==> src/rtl/mem_stage_lsu.sv <==
// MEM-stage load/store unit: aligns stores, extends loads, stalls EX/MEM while an access is outstanding.
// Latency: 3 cycles minimum (accept, response, DONE); each cycle of ready-low or response delay adds one.
// Backpressure: o_stall_mem holds the EX/MEM register through REQ/WAIT; MISALIGN_TRAP_EN enables the misalignment trap.
module mem_stage_lsu #(
  parameter int DATA_WIDTH = 64,
  parameter int ADDR_WIDTH = 64
) (
  input  logic                  i_clk,
  input  logic                  i_arst,
  input  logic                  i_mem_access,
  input  logic                  i_mem_we,
  input  logic [2:0]            i_func3,
  input  logic [ADDR_WIDTH-1:0] i_addr,
  input  logic [DATA_WIDTH-1:0] i_write_data,
  output logic                  o_req_valid,
  input  logic                  i_req_ready,
  output logic                  o_req_we,
  output logic [ADDR_WIDTH-1:0] o_req_addr,
  output logic [DATA_WIDTH-1:0] o_req_wdata,
  output logic [7:0]            o_req_be,
  input  logic                  i_resp_valid,
  input  logic [DATA_WIDTH-1:0] i_resp_rdata,
  output logic                  o_stall_mem,
  output logic [DATA_WIDTH-1:0] o_load_data,
  output logic                  o_misaligned,
  output logic [3:0]            o_cause
);

  typedef enum logic [1:0] {IDLE, REQ, WAIT, DONE} state_t;

  state_t                state;
  state_t                state_nxt;
  logic [2:0]            off;
  logic [1:0]            size;
  logic                  misaligned_hit;
  logic                  issue;
  logic [DATA_WIDTH-1:0] shifted;
  logic [DATA_WIDTH-1:0] load_ext;

  assign off  = i_addr[2:0];
  assign size = i_func3[1:0];

`ifdef MISALIGN_TRAP_EN
  logic mis_raw;
  always_comb begin
    mis_raw = 1'b0;
    case (size)
      2'b00:   mis_raw = 1'b0;
      2'b01:   mis_raw = off[0];
      2'b10:   mis_raw = |off[1:0];
      default: mis_raw = |off;
    endcase
  end
  assign misaligned_hit = i_mem_access & mis_raw;
`else
  assign misaligned_hit = 1'b0;
`endif

  assign o_misaligned = misaligned_hit;
  assign o_cause      = misaligned_hit ? (i_mem_we ? 4'd6 : 4'd4) : 4'd0;
  assign issue        = i_mem_access & ~misaligned_hit;

  always_ff @(posedge i_clk or posedge i_arst) begin
    if (i_arst) state <= IDLE;
    else        state <= state_nxt;
  end

  always_comb begin
    state_nxt = state;
    case (state)
      IDLE: if (issue) state_nxt = i_req_ready ? WAIT : REQ;
      REQ:  if (i_req_ready) state_nxt = WAIT;
      WAIT: if (i_resp_valid) state_nxt = DONE;
      DONE: state_nxt = IDLE;
      default: state_nxt = IDLE;
    endcase
  end

  always_comb begin
    o_req_valid = 1'b0;
    o_stall_mem = 1'b0;
    case (state)
      IDLE: begin
        o_req_valid = issue;
        o_stall_mem = issue;
      end
      REQ: begin
        o_req_valid = 1'b1;
        o_stall_mem = 1'b1;
      end
      WAIT:    o_stall_mem = 1'b1;
      default: ;
    endcase
  end

  // Request fields follow the EX/MEM outputs directly; they stay stable because that register is stalled.
  assign o_req_we    = i_mem_access & i_mem_we;
  assign o_req_addr  = {i_addr[ADDR_WIDTH-1:3], 3'b000};
  assign o_req_wdata = i_write_data << {off, 3'b000};

  always_comb begin
    o_req_be = 8'h00;
    if (i_mem_access) begin
      if (!i_mem_we) o_req_be = 8'hFF;
      else begin
        case (size)
          2'b00:   o_req_be = 8'h01 << off;
          2'b01:   o_req_be = 8'h03 << off;
          2'b10:   o_req_be = 8'h0F << off;
          default: o_req_be = 8'hFF;
        endcase
      end
    end
  end

  assign shifted = i_resp_rdata >> {off, 3'b000};

  always_comb begin
    load_ext = shifted;
    case (i_func3)
      3'b000:  load_ext = {{(DATA_WIDTH-8){shifted[7]}}, shifted[7:0]};
      3'b001:  load_ext = {{(DATA_WIDTH-16){shifted[15]}}, shifted[15:0]};
      3'b010:  load_ext = {{(DATA_WIDTH-32){shifted[31]}}, shifted[31:0]};
      3'b100:  load_ext = {{(DATA_WIDTH-8){1'b0}}, shifted[7:0]};
      3'b101:  load_ext = {{(DATA_WIDTH-16){1'b0}}, shifted[15:0]};
      3'b110:  load_ext = {{(DATA_WIDTH-32){1'b0}}, shifted[31:0]};
      default: load_ext = shifted;
    endcase
  end

  always_ff @(posedge i_clk or posedge i_arst) begin
    if (i_arst) o_load_data <= '0;
    else if (state == WAIT && i_resp_valid && !i_mem_we) o_load_data <= load_ext;
  end

endmodule
==> config.mk <==
export PLATFORM = sky130hd
export DESIGN_NAME = mem_stage_lsu
export DESIGN_NICKNAME = d
export VERILOG_FILES = /design/src/rtl/mem_stage_lsu.sv
export SDC_FILE = /design/constraint.sdc
export NUM_CORES = 1
export LEC_CHECK = 0
export ABC_AREA = 1
export CORE_AREA = 2 2 157 159
export CTS_BUF_LIST = sky130_fd_sc_hd__clkbuf_4 sky130_fd_sc_hd__clkbuf_8 sky130_fd_sc_hd__clkbuf_16
export DETAILED_ROUTE_END_ITERATION = 7
export DIE_AREA = 0 0 159 161
export PLACE_DENSITY = 0.75
export SYNTH_ARGS = -nofsm -noshare
export SYNTH_HDL_FRONTEND = slang
export SYNTH_SLANG_ARGS = --single-unit
==> constraint.sdc <==
create_clock -name i_clk -period 2 [get_ports i_clk]
set_clock_uncertainty 0.15 [all_clocks]
set_input_delay 0.3 -clock i_clk [delete_from_list [all_inputs] [get_ports i_clk]]
set_output_delay 0.3 -clock i_clk [all_outputs]
set_load 0.02 [all_outputs]
-- After elaboration in Yosys (flattened, before gate mapping)
Index checks and enable logic that the tools add are counted.
W data, S select, Z words.
- add/sub/neg operators: 0
- multiply operators: 0
- div/mod/pow operators: 0
- magnitude comparators: 0
- equal/unequal tests: 13
- shifts and indexed selects: 5
- multiplexer cells: 11
- bitwise gates (word level): 1
- reductions and logical operators: 8
- operators by type and width (operator ; count):
    $pmux W64 S6 ; 1
    $shl A64 B6 Y64 ; 1
    $shr A64 B6 Y64 ; 1
    $pmux W8 S3 ; 1
    $mux W8 ; 2
    $eq A3 B3 Y1 const B ; 3
    $mux W2 ; 4
    $pmux W2 S4 ; 1
    $shl A1 B3 Y8 const A ; 1
    $shl A2 B3 Y8 const A ; 1
    $shl A4 B3 Y8 const A ; 1
    $eq A2 B2 Y1 const B ; 3
    $ne A2 B2 Y1 const B ; 3
    $eq A2 B1 Y1 const B ; 2
    $logic_not A2 Y1 ; 2
    $pmux W1 S2 ; 2
    $eq A3 B1 Y1 const B ; 1
    $eq A3 B2 Y1 const B ; 1
    $logic_not A3 Y1 ; 1
    $reduce_and A3 Y1 ; 1
    $logic_and A1 B1 Y1 ; 2
    $reduce_or A2 Y1 ; 1
    $and A1 B1 Y1 ; 1
    $logic_not A1 Y1 ; 1
- flip-flop bits (word level): 66
- bits in latches: 0
- RAM bits: 0
- ROM bits: 0
- memories: 0

-- Longest topological paths before layout
Gate-level depths: netlist (run 1).
- depth in word-level cells: 4
- gate-level depth with buffers: 14
- depth with buffers taken out: 11

-- Worst setup path after synthesis (run 1)
OpenSTA, ideal clock, no wires.
- path kind: input port to output port
- start: in i_addr[0]
- end: out o_req_wdata[40]
- data arrival time: 1.723 ns
- required time: 1.550 ns
- setup slack: -0.173 ns
- stages on the path: 6
- buffers on the path: 3
- cell sequence: buf_6 > buf_6 > buf_2 > nand2_1 > o21ai_0 > o311ai_0
- word-level cells in the longest chain between the ends: 1
- RTL lines (what ; line ; text):
    start, declared ; 13 ; input logic [ADDR_WIDTH-1:0] i_addr,
    $shl A64 B6 Y64 ; 99 ; assign o_req_wdata = i_write_data << {off, 3'b000};
    end, declared ; 19 ; output logic [DATA_WIDTH-1:0] o_req_wdata,
Every way passes these cells.

-- Worst setup path in the final report (run 1)
- start: in i_addr[0]
- end: out o_req_wdata[47]
The elaborated chain is that of the path after synthesis.

==> impl_metrics.tcl, run 1 <==
set metrics [dict create \
    drt-wirelength-per-cell_um 18.60 \
    path_cells "buf_16 -> buf_12 -> buf_12 -> buf_4 -> o21ai_1 -> nand2_1 -> nand3_1 -> clkdlybuf4s15_2" \
    via_per_inst 4.943 \
    number_of_synthesized_flops_with_an_enable_pin 0 \
    detailedRoute.firstIterationViolations 749 \
    clkSinkCount 66 \
    design_power_total_mw 9.958 \
    cts.path.max_buffers 2 \
    clock_pin_transition_on_the_worst_setup_and_hold_timing_paths_ns 0.05 \
    synth.distinct_cells 39 \
    cp_common_cell "buf_12" \
    grt_max_degree 58 \
    die_h_um 161 \
    grt_setup_unrepaired "yes" \
    largest_area_contributor_in_the_netlist "dfrtp_1" \
    worst_hold_slack_ns 0.2389 \
    grt_first_pass_wirelength_mm 49.52 \
    layout-area-overhead-vs-synth_pct 69.16 \
    tritoncts.num_buffers 9 \
    final-instance-count-excl-fill 1860 \
    worst_r2r_dst "o_load_data[8]" \
    period_share_pct 99.69 \
    std_cell_rows 57 \
    timing.final.crit_period_ns 1.994 \
    grt_use_total_pct 25.02 \
    outcome "completed" \
    via_count 9194 \
    ys_seq_elements 66 \
    chipWidth_um 159 \
    numPortBuffers 278 \
    setup_tns_ns 0 \
    synth_top_cells_by_area "dfrtp_1 (24%), nand2_1 (20%), nor2_1 (10%)" \
    slew_viol_final 0 \
    ys.warnings.count 0 \
    synth_top_flop_cell "dfrtp_1" \
    slowest_delay_ns 0.28 \
    synthMostInstantiatedCell "nand2_1" \
    critical_path_peak_fanout 7 \
    wirelength_mm 34.59 \
    finalInstanceArea_um2 11720 \
    timing.critical_path.from_type "input port" \
    fmax_mhz 501.6 \
    die-area_um2 25600 \
    layout-drive-gt1-share_pct 27.36 \
    drc 0 \
    hold_path.class "input port to asynchronous set/reset pin" \
    grt_pass1_vias 8786 \
    synth_async_sr_flop_share_pct 100.0 \
    netlist_area_before_placement_um2 6930 \
    clk_root_buffer_cell "clkbuf_16" \
    post-place-ws_ns -0.8938 \
    syn-instance-count 1162 \
    cp.arrival_ns 1.54 \
    drt.antenna.violating_nets 0 \
    place.gp.congestion 0.9514 \
    count_of_endpoints_failing_hold_in_the_final_timing_report 0 \
    placed_area_um2 10830 \
    post-route-util_pct 48.92 \
    synth_sequential_area_ratio_pct 23.83 \
    tritoncts "built" \
    cp_data_required_time_ns 1.55 \
    clk-insertion-delay-late_ns 0.34 \
    detailed_place_hpwl_mm 27.14 \
    io_pins 409 \
    worst_r2r_path_depth 10 \
    netlist_top_cells_count "nand2_1 (375), nor2_1 (187), o21ai_0 (101)" \
    timing.final.setup_violations 0 \
    start_util_pct 28.92 \
    initial_antenna_violation_count 1 \
    critical_path.slowest_cell "clkdlybuf4s15_2" \
    congestion_overflow_gr 0 \
    cts-hold-fix-buffers 0 \
    synth_area_per_cell_um2 5.964 \
    placed_cells_incl_taps 1810 \
    maxCapViolCount 0 \
    drt_first_pass_iters 5 \
    reg2reg_setup_slack_ns 0.10 \
    core_um2 23960 \
    final.setup.worst_slack_ns 0.006244 \
    cellPowerDensity_nw_per_um2 849.4 \
    numnets_final 1742 \
    htree_levels 3 \
    vdd.ir_drop.worst_mv 0.5681 \
    reg2reg_from "state[0]" \
    setup.worst_path.end_class "output port" \
    static-leakage-power_nw 5.642 \
    synth_top_area_share_pct 23.83 \
    timing_worst_setup_path_type "input port to output port" \
]
layout by cell type (no fill, tap or decap), types with 24 or more instances in the layout:
cell	instances
nand2_1	365
buf_4	195
nor2_1	180
clkdlybuf4s50_1	170
dfrtp_1	66
o21ai_0	64
inv_1	59
a21oi_1	46
nand3_1	36
dlygate4sd2_1	33
buf_2	24
worst max path at each step:
stage	from	endpoint	slack (ns)
final	i_addr[0]	o_req_wdata[47]	0.006
after global routing	i_addr[0]	o_load_data[42]	-0.02
after CTS	i_addr[0]	o_req_wdata[57]	-0.02
after detailed placement	i_addr[1]	o_req_wdata[61]	-0.89
after global placement	i_addr[1]	o_req_wdata[61]	-0.93
after floorplan	i_addr[0]	o_req_be[3]	0.02
worst max-delay path: cells and delay by family:
family | cells | cell delay [ns]
AO/OA/AOI/OAI | 1 | 0.19
buffers and inverters | 5 | 0.82
AND/OR/NAND/NOR | 2 | 0.22
where the power goes:
group	switching, mW	internal (mW)
clock	0.638	0.975
combinational	3.10	2.79
sequential	0.423	2.03
registers in the layout (all words and copies together) (netlist names):
| name | flops |
|---|---|
| state | 2 |
| o_load_data | 64 |
cell type report:
class	count	area (um2)
Sequential cell	66	1652
Clock inverter	7	77.57
Clock buffer	9	225.2
Fill cell	2423	12240
Multi-Input combinational cell	882	4407
Inverter	79	317.8
Timing Repair Buffer	492	4637
Tap cell	324	405.4
Antenna cell	1	2.502
cell families (layout without fill, tap and decap cells):
kind of cell,count (synthesis),in the layout,synth area share (%)
adders and majority gates,11,11,1.986
and+or+nand+nor,641,641,37.66
other,1,9,0.05411
DFF,66,66,23.83
AOI/OAI and AO/OA,221,221,18.74
muxes,1,1,0.1444
buffers and inverters,221,587,17.58
per-layer routing:
| metal | vias up | wire (um) | track usage [%] |
|---|---|---|---|
| met5 | - | 0 | 0 |
| met4 | 0 | 1858 | 12.89 |
| met2 | 485 | 16510 | 42.89 |
| met3 | 114 | 2983 | 5.265 |
| li1 | 4370 | - | - |
| met1 | 4225 | 13240 | 29.67 |
what timing repair did:
item,in CTS,in global routing
hold endpoints to repair,0,0
pin swaps,24,25
setup buffers,15,12
setup endpoints to repair,132,102
gates resized for setup,324,86
gates cloned,1,6
Power figures use the tool's default switching activity.
==> run 2, diff against run 1 <==
--- a/config.mk
+++ b/config.mk
@@ -8,6 +8,7 @@
 export ABC_AREA = 1
 export CORE_AREA = 2 2 157 159
 export CTS_BUF_LIST = sky130_fd_sc_hd__clkbuf_4 sky130_fd_sc_hd__clkbuf_8 sky130_fd_sc_hd__clkbuf_16
+export CTS_CLUSTER_DIAMETER = 120
 export DETAILED_ROUTE_END_ITERATION = 7
 export DIE_AREA = 0 0 159 161
 export PLACE_DENSITY = 0.75
==> constraint.sdc (replaced) <==
create_clock -name i_clk -period 2 [get_ports i_clk]
set_clock_uncertainty 0.15 [all_clocks]
set_input_delay 0.4 -clock i_clk [delete_from_list [all_inputs] [get_ports i_clk]]
set_output_delay 0.4 -clock i_clk [all_outputs]
set_load 0.02 [all_outputs]
==> run 2 against run 1 <==
The flow now finishes with violations (setup timing). Fmax decreased by 5.0%. Count of clock-buffer cells in the layout is 1 higher. Non-clock buffer count grew 18. Utilization is 6.0 points higher. Final cell count up 1.0%. Sequential power about the same. Wire length grew 3.6%. Design area grew 12%. Via count grew 2.6%. Worst setup slack worse by 0.11 ns. Register-to-register slack about the same. Clock power grew 9%. Critical path type unchanged.
==> impl_metrics.tcl, run 2 (synthesized netlist as in run 1, its figures left out) <==
set metrics [dict create \
    grt_use_total_pct 25.83 \
    layout-area-overhead-vs-synth_pct 89.93 \
    cts.path.max_buffers 2 \
    vdd.ir_drop.worst_mv 0.6276 \
    count_of_endpoints_failing_hold_in_the_final_timing_report 0 \
    timing.critical_path.from_type "input port" \
    setup.worst_path.start "i_addr[0]" \
    static-leakage-power_nw 6.035 \
    final_cell_mix "nand2_1 (329), buf_4 (184), clkdlybuf4s50_1 (162)" \
    clkSinkCount 66 \
    grt_max_degree 67 \
    cellPowerDensity_nw_per_um2 808.8 \
    largest_register_ffs 64 \
    grt_pass1_vias 9027 \
    cp.arrival_ns 1.55 \
    setup.worst_path.end_class "output port" \
    fmax_mhz 476.3 \
    layout-drive-gt1-share_pct 39.36 \
    core_um2 23960 \
    wirelength_mm 35.84 \
    drt-wirelength-per-cell_um 19.07 \
    critical_path_peak_fanout 6 \
    final.setup.worst_slack_ns -0.09967 \
    timing_worst_setup_path_type "input port to output port" \
    antenna_cells_inserted 0 \
    drc 0 \
    hold_path.class "input port to asynchronous set/reset pin" \
    timing.final.crit_period_ns 2.100 \
    maxCapViolCount 0 \
    die_h_um 161 \
    period_share_pct 105.0 \
    cp_data_required_time_ns 1.45 \
    io_pins 409 \
    clock_pin_transition_on_the_worst_setup_and_hold_timing_paths_ns 0.05 \
    timing.final.setup_violations 30 \
    place.gp.congestion 0.9488 \
    reg2reg_setup_slack_ns 0.10 \
    via_count 9431 \
    drt.antenna.violating_nets 0 \
    congestion_overflow_gr 0 \
    max_flop_register "o_load_data" \
    drt_first_pass_iters 8 \
    reg2reg_from "state[1]" \
    chipWidth_um 159 \
    die-area_um2 25600 \
    grt_first_pass_wirelength_mm 51.24 \
    placed_area_um2 11120 \
    layout_top_registers "o_load_data: 64 flops, state: 2 flops" \
    start_util_pct 28.92 \
    grt_setup_unrepaired "yes" \
    htree_levels 3 \
    most_frequent_standard_cell_in_the_layout_excluding_fill_and_tap_cells "nand2_1" \
    violations "setup timing" \
    std_cell_rows 57 \
    detailedRoute.firstIterationViolations 673 \
    via_per_inst 5.019 \
    detailed_place_hpwl_mm 26.88 \
    outcome "finished with violations" \
    worst_hold_slack_ns 0.3573 \
    clk_root_buffer_cell "clkbuf_16" \
    tritoncts.num_buffers 9 \
    numnets_final 1762 \
    cts-hold-fix-buffers 0 \
    slew_viol_final 0 \
    tritoncts "built" \
    initial_antenna_violation_count 2 \
    numPortBuffers 278 \
    clk-insertion-delay-late_ns 0.34 \
    finalInstanceArea_um2 13160 \
]
run 2: final timing paths:
kind | endpoint | depth (start not counted)
min in group i_clk | o_load_data[22] | 2
worst min-delay path | o_load_data[52] | 3
worst min register to register | o_load_data[22] | 2
worst max register to register | o_load_data[13] | 10
max in group asynchronous | o_load_data[32] | 3
worst max-delay path | o_req_wdata[58] | 9
run 2: what timing repair did:
item / in CTS / in global routing
setup buffers: 24 / 14
resized for setup: 542 / 211
gates cloned: 8 / 7
pin swaps: 49 / 42
endpoints found under the setup margin: 137 / 124
run 2: final cells by class:
type | instances | area, um2
multi-input cells | 882 | 5239
well taps | 324 | 405.4
fillers | 2264 | 10800
clock buffers | 10 | 239.0
clock inverters | 6 | 90.09
repair buffers | 510 | 5166
flip-flops and latches | 66 | 1652
repair inverters | 2 | 32.53
inverters | 79 | 339.1
run 2: stage by stage:
stage	setup slack [ns]	util [%]	power [mW]	std cells	setup TNS [ns]
final	-0.09967	54.93	10.65	1879	-1.399
after CTS	-0.08693	51.22	10.25	1861	-1.662
after floorplan	-0.1493	-	5.471	1169	-2.579
after detailed placement	-1.026	46.42	8.305	1813	-79.69
after global routing	-0.1325	54.93	11.23	1879	-4.336
after global placement	-0.9720	46.42	8.192	1813	-77.44
run 2: power breakdown:
| group | switching, mW | leakage, nW | internal [mW] | total (mW) |
|---|---|---|---|---|
| registers | 0.422 | 0.767 | 2.03 | 2.45 |
| logic | 3.36 | 5.11 | 3.08 | 6.44 |
| clock network | 0.621 | 0.159 | 1.13 | 1.75 |
| total | 4.41 | 6.03 | 6.24 | 10.6 |
run 2: per-layer routing:
| layer | vias to the layer above | track usage, % | part of all wire [%] |
|---|---|---|---|
| met2 | 486 | 45.95 | 50 |
| met5 | - | 0 | 0.036 |
| met4 | 2 | 11.53 | 4.8 |
| met3 | 116 | 4.417 | 6.3 |
| met1 | 4392 | 30.58 | 39 |
| li1 | 4435 | - | - |
run 2: worst max-delay path, stage by stage:
cell and delay, ns:
buf_16 0.13, buf_12 0.15, buf_12 0.13, nand2_4 0.06, o21ai_4 0.06, nand2_2 0.06
o21ai_2 0.06, o211ai_1 0.28, buf_4 0.20
==> run 3, diff against run 2 <==
--- a/config.mk
+++ b/config.mk
@@ -9,9 +9,11 @@
 export CORE_AREA = 2 2 157 159
 export CTS_BUF_LIST = sky130_fd_sc_hd__clkbuf_4 sky130_fd_sc_hd__clkbuf_8 sky130_fd_sc_hd__clkbuf_16
 export CTS_CLUSTER_DIAMETER = 120
+export CTS_CLUSTER_SIZE = 20
 export DETAILED_ROUTE_END_ITERATION = 7
 export DIE_AREA = 0 0 159 161
 export PLACE_DENSITY = 0.75
+export RECOVER_POWER = 25
 export SYNTH_ARGS = -nofsm -noshare
 export SYNTH_HDL_FRONTEND = slang
 export SYNTH_SLANG_ARGS = --single-unit
==> results of run 3 <==
No change in the layout: final DEF, timing and power equal those of run 2.
==> patch (config.mk and constraints of run 2) <==
The 4 states of `state_t` get a Gray code encoding in 2 bits.
--- a/src/rtl/mem_stage_lsu.sv
+++ b/src/rtl/mem_stage_lsu.sv
@@ -27,5 +27,5 @@
 );
 
-  typedef enum logic [1:0] {IDLE, REQ, WAIT, DONE} state_t;
+  typedef enum logic [1:0] {IDLE = 2'b00, REQ = 2'b01, WAIT = 2'b11, DONE = 2'b10} state_t;
 
   state_t                state;
Function: same outputs for any inputs over 4 cycles, from zero or initial values and one cycle with i_arst high; so few cycles prove little.
==> patch against run 2 <==
The flow still finishes with violations (negative setup slack). Area after synthesis shrank 4.4%. Wire length is 2.1% higher. Sequential share of layout area rose by 0.49 points. Power shrank 3.7%. Register-to-register slack improved by 150 ps. Cell count is 1.1% lower. Sequential cell count unchanged. Non-clock buffer count decreased by 12. Worst setup slack lost 110 ps. Final area shrank 3.7%. Largest cell class unchanged.
==> patch: results (changes against run 2) <==
metric,value,unit,change
fraction of layout cells with a size suffix above 1,35.6,%,was 39.4%
min setup slack post-route,-207,ps,was -99.7 ps
Pre-antenna DRT Iters,5,,was 8
port buffer count,278,,unchanged
number of CTS-inserted buffers,9,,unchanged
register area share after synthesis,24.9,%,was 23.8%
Synth Area in XOR/XNOR,0,%,unchanged
met3 WL post-DR,3.53,mm,was 2.28 mm
Post-synth top cells,"395 x nand2_1, 183 x nor2_1, 98 x o21ai_0",,"was 375 x nand2_1, 187 x nor2_1, 101 x o21ai_0"
worst-path fanout max,8,,was 6
compound-cell area share of the yosys netlist,18.2,%,was 18.7%
first-pass GRT wire length,53.0,mm,was 51.2 mm
final setup fails,61,,was 30
postcts setup bufs,17,,was 24
wire length on met1,14.9,mm,was 13.8 mm
# nets final,1728,,was 1762
CTS resizes,561,,was 542
Adder-Cell Fraction of Synth Area,1.13,%,was 1.99%
Max VDD drop,0.480,mV,was 0.628 mV
met1 Use GR,34.7,%,was 30.6%
"Clk Latency, worst-skew pair",330,ps,
HP Class,input pin to async pin,,unchanged
worst path arrival time,1660,ps,was 1550 ps
Mapped Cells,1146,,was 1162
"FFs w/ async S/R, synth",100,%,unchanged
wire length per cell,19.7,um,was 19.1 um
gpl congestion,1.04,,was 0.949
M2 GR Usage,42.4,%,was 45.9%
Synth warnings,0,,unchanged
Cell variety after synth,27,,was 39
htree depth,3,,unchanged
top routing layer used,met4,,was met5
pin count of the biggest net entering global routing,41,,was 67
vias in the first global route,9070,,was 9027
detailed placement HPWL,26.9,mm,about the same
post-place setup slack,-1130,ps,was -1030 ps
final antenna-violating net count,0,,unchanged
Via Count,9386,,was 9431
failing checks,negative setup slack,,unchanged
First DRT Iteration DRCs,913,,was 673
initial antenna violation count,8,,was 2
Max clock buf depth,2,,unchanged
mux cell area share after synthesis,0,%,was 0.144%
met2 routed WL,16.6,mm,was 18.0 mm
outcome,finished with violations,,unchanged
global-route usage over all layers,26.8,%,was 25.8%
root buf cell,clkbuf_16,,unchanged
leakage power,5.91,nW,was 6.03 nW
Area contributors post-synth,"dfrtp_1 25%, nand2_1 22%, nor2_1 10%",,"was dfrtp_1 24%, nand2_1 20%, nor2_1 10%"
clock transition at the registers of the reported paths,60,ps,
routing usage on met3,8.01,%,was 4.42%
top flop regs,"o_load_data (64), state (2)",,unchanged
[patch: cell type report]
cell class | instances | area, sq um
diodes | 8 | 20.0
well taps | 324 | 405
repair buffers | 498 | 4960
inverters | 73 | 294
fillers | 2330 | 11300
clock inverters | 4 | 73.8
flip-flops and latches | 66 | 1650
multi-input cells | 871 | 4990
clock buffers | 12 | 260
repair inverters | 2 | 12.5
[patch: path summary, 6_finish.rpt]
path | from | end | slack (ps) | depth (start not counted)
min reg2reg | o_load_data[33]$_DFFE_PP0P_ | o_load_data[33]$_DFFE_PP0P_ | 360 | 2
min | i_arst | o_load_data[1]$_DFFE_PP0P_ | 240 | 2
min in group i_clk | o_load_data[33]$_DFFE_PP0P_ | o_load_data[33]$_DFFE_PP0P_ | 360 | 2
max | i_addr[0] | o_req_wdata[50] | -210 | 10
max in group asynchronous | i_arst | o_load_data[26]$_DFFE_PP0P_ | 990 | 3
max reg2reg | state[1]$_DFFE_PP0P_ | o_load_data[28]$_DFFE_PP0P_ | 250 | 7
[patch: power breakdown]
group | internal, mW | switching, mW | leakage [nW] | total [mW]
clock | 1.17 | 0.600 | 0.166 | 1.77
combinational | 2.81 | 3.20 | 4.98 | 6.01
sequential | 2.03 | 0.438 | 0.766 | 2.47
[patch: stage by stage]
| stage | TNS [ps] | std cells | cell area [sq um] |
|---|---|---|---|
| 6_report | -5200 | 1858 | 12700 |
| 3_5_place_dp | -116180 | 1785 | 10700 |
| 2_1_floorplan | -1690 | 1153 | 7030 |
| 5_1_grt | -9890 | 1855 | 12700 |
| 4_1_cts | -3560 | 1827 | 11900 |
| 3_3_place_gp | -115420 | 1785 | 10700 |
[patch: worst max-delay path: stages]
cell      delay (ps)
buf_12           110
buf_12           140
buf_12           130
buf_12           130
or2_4            230
o21ai_4           70
o22ai_2           80
inv_1             80
o211ai_1         110
buf_4            170
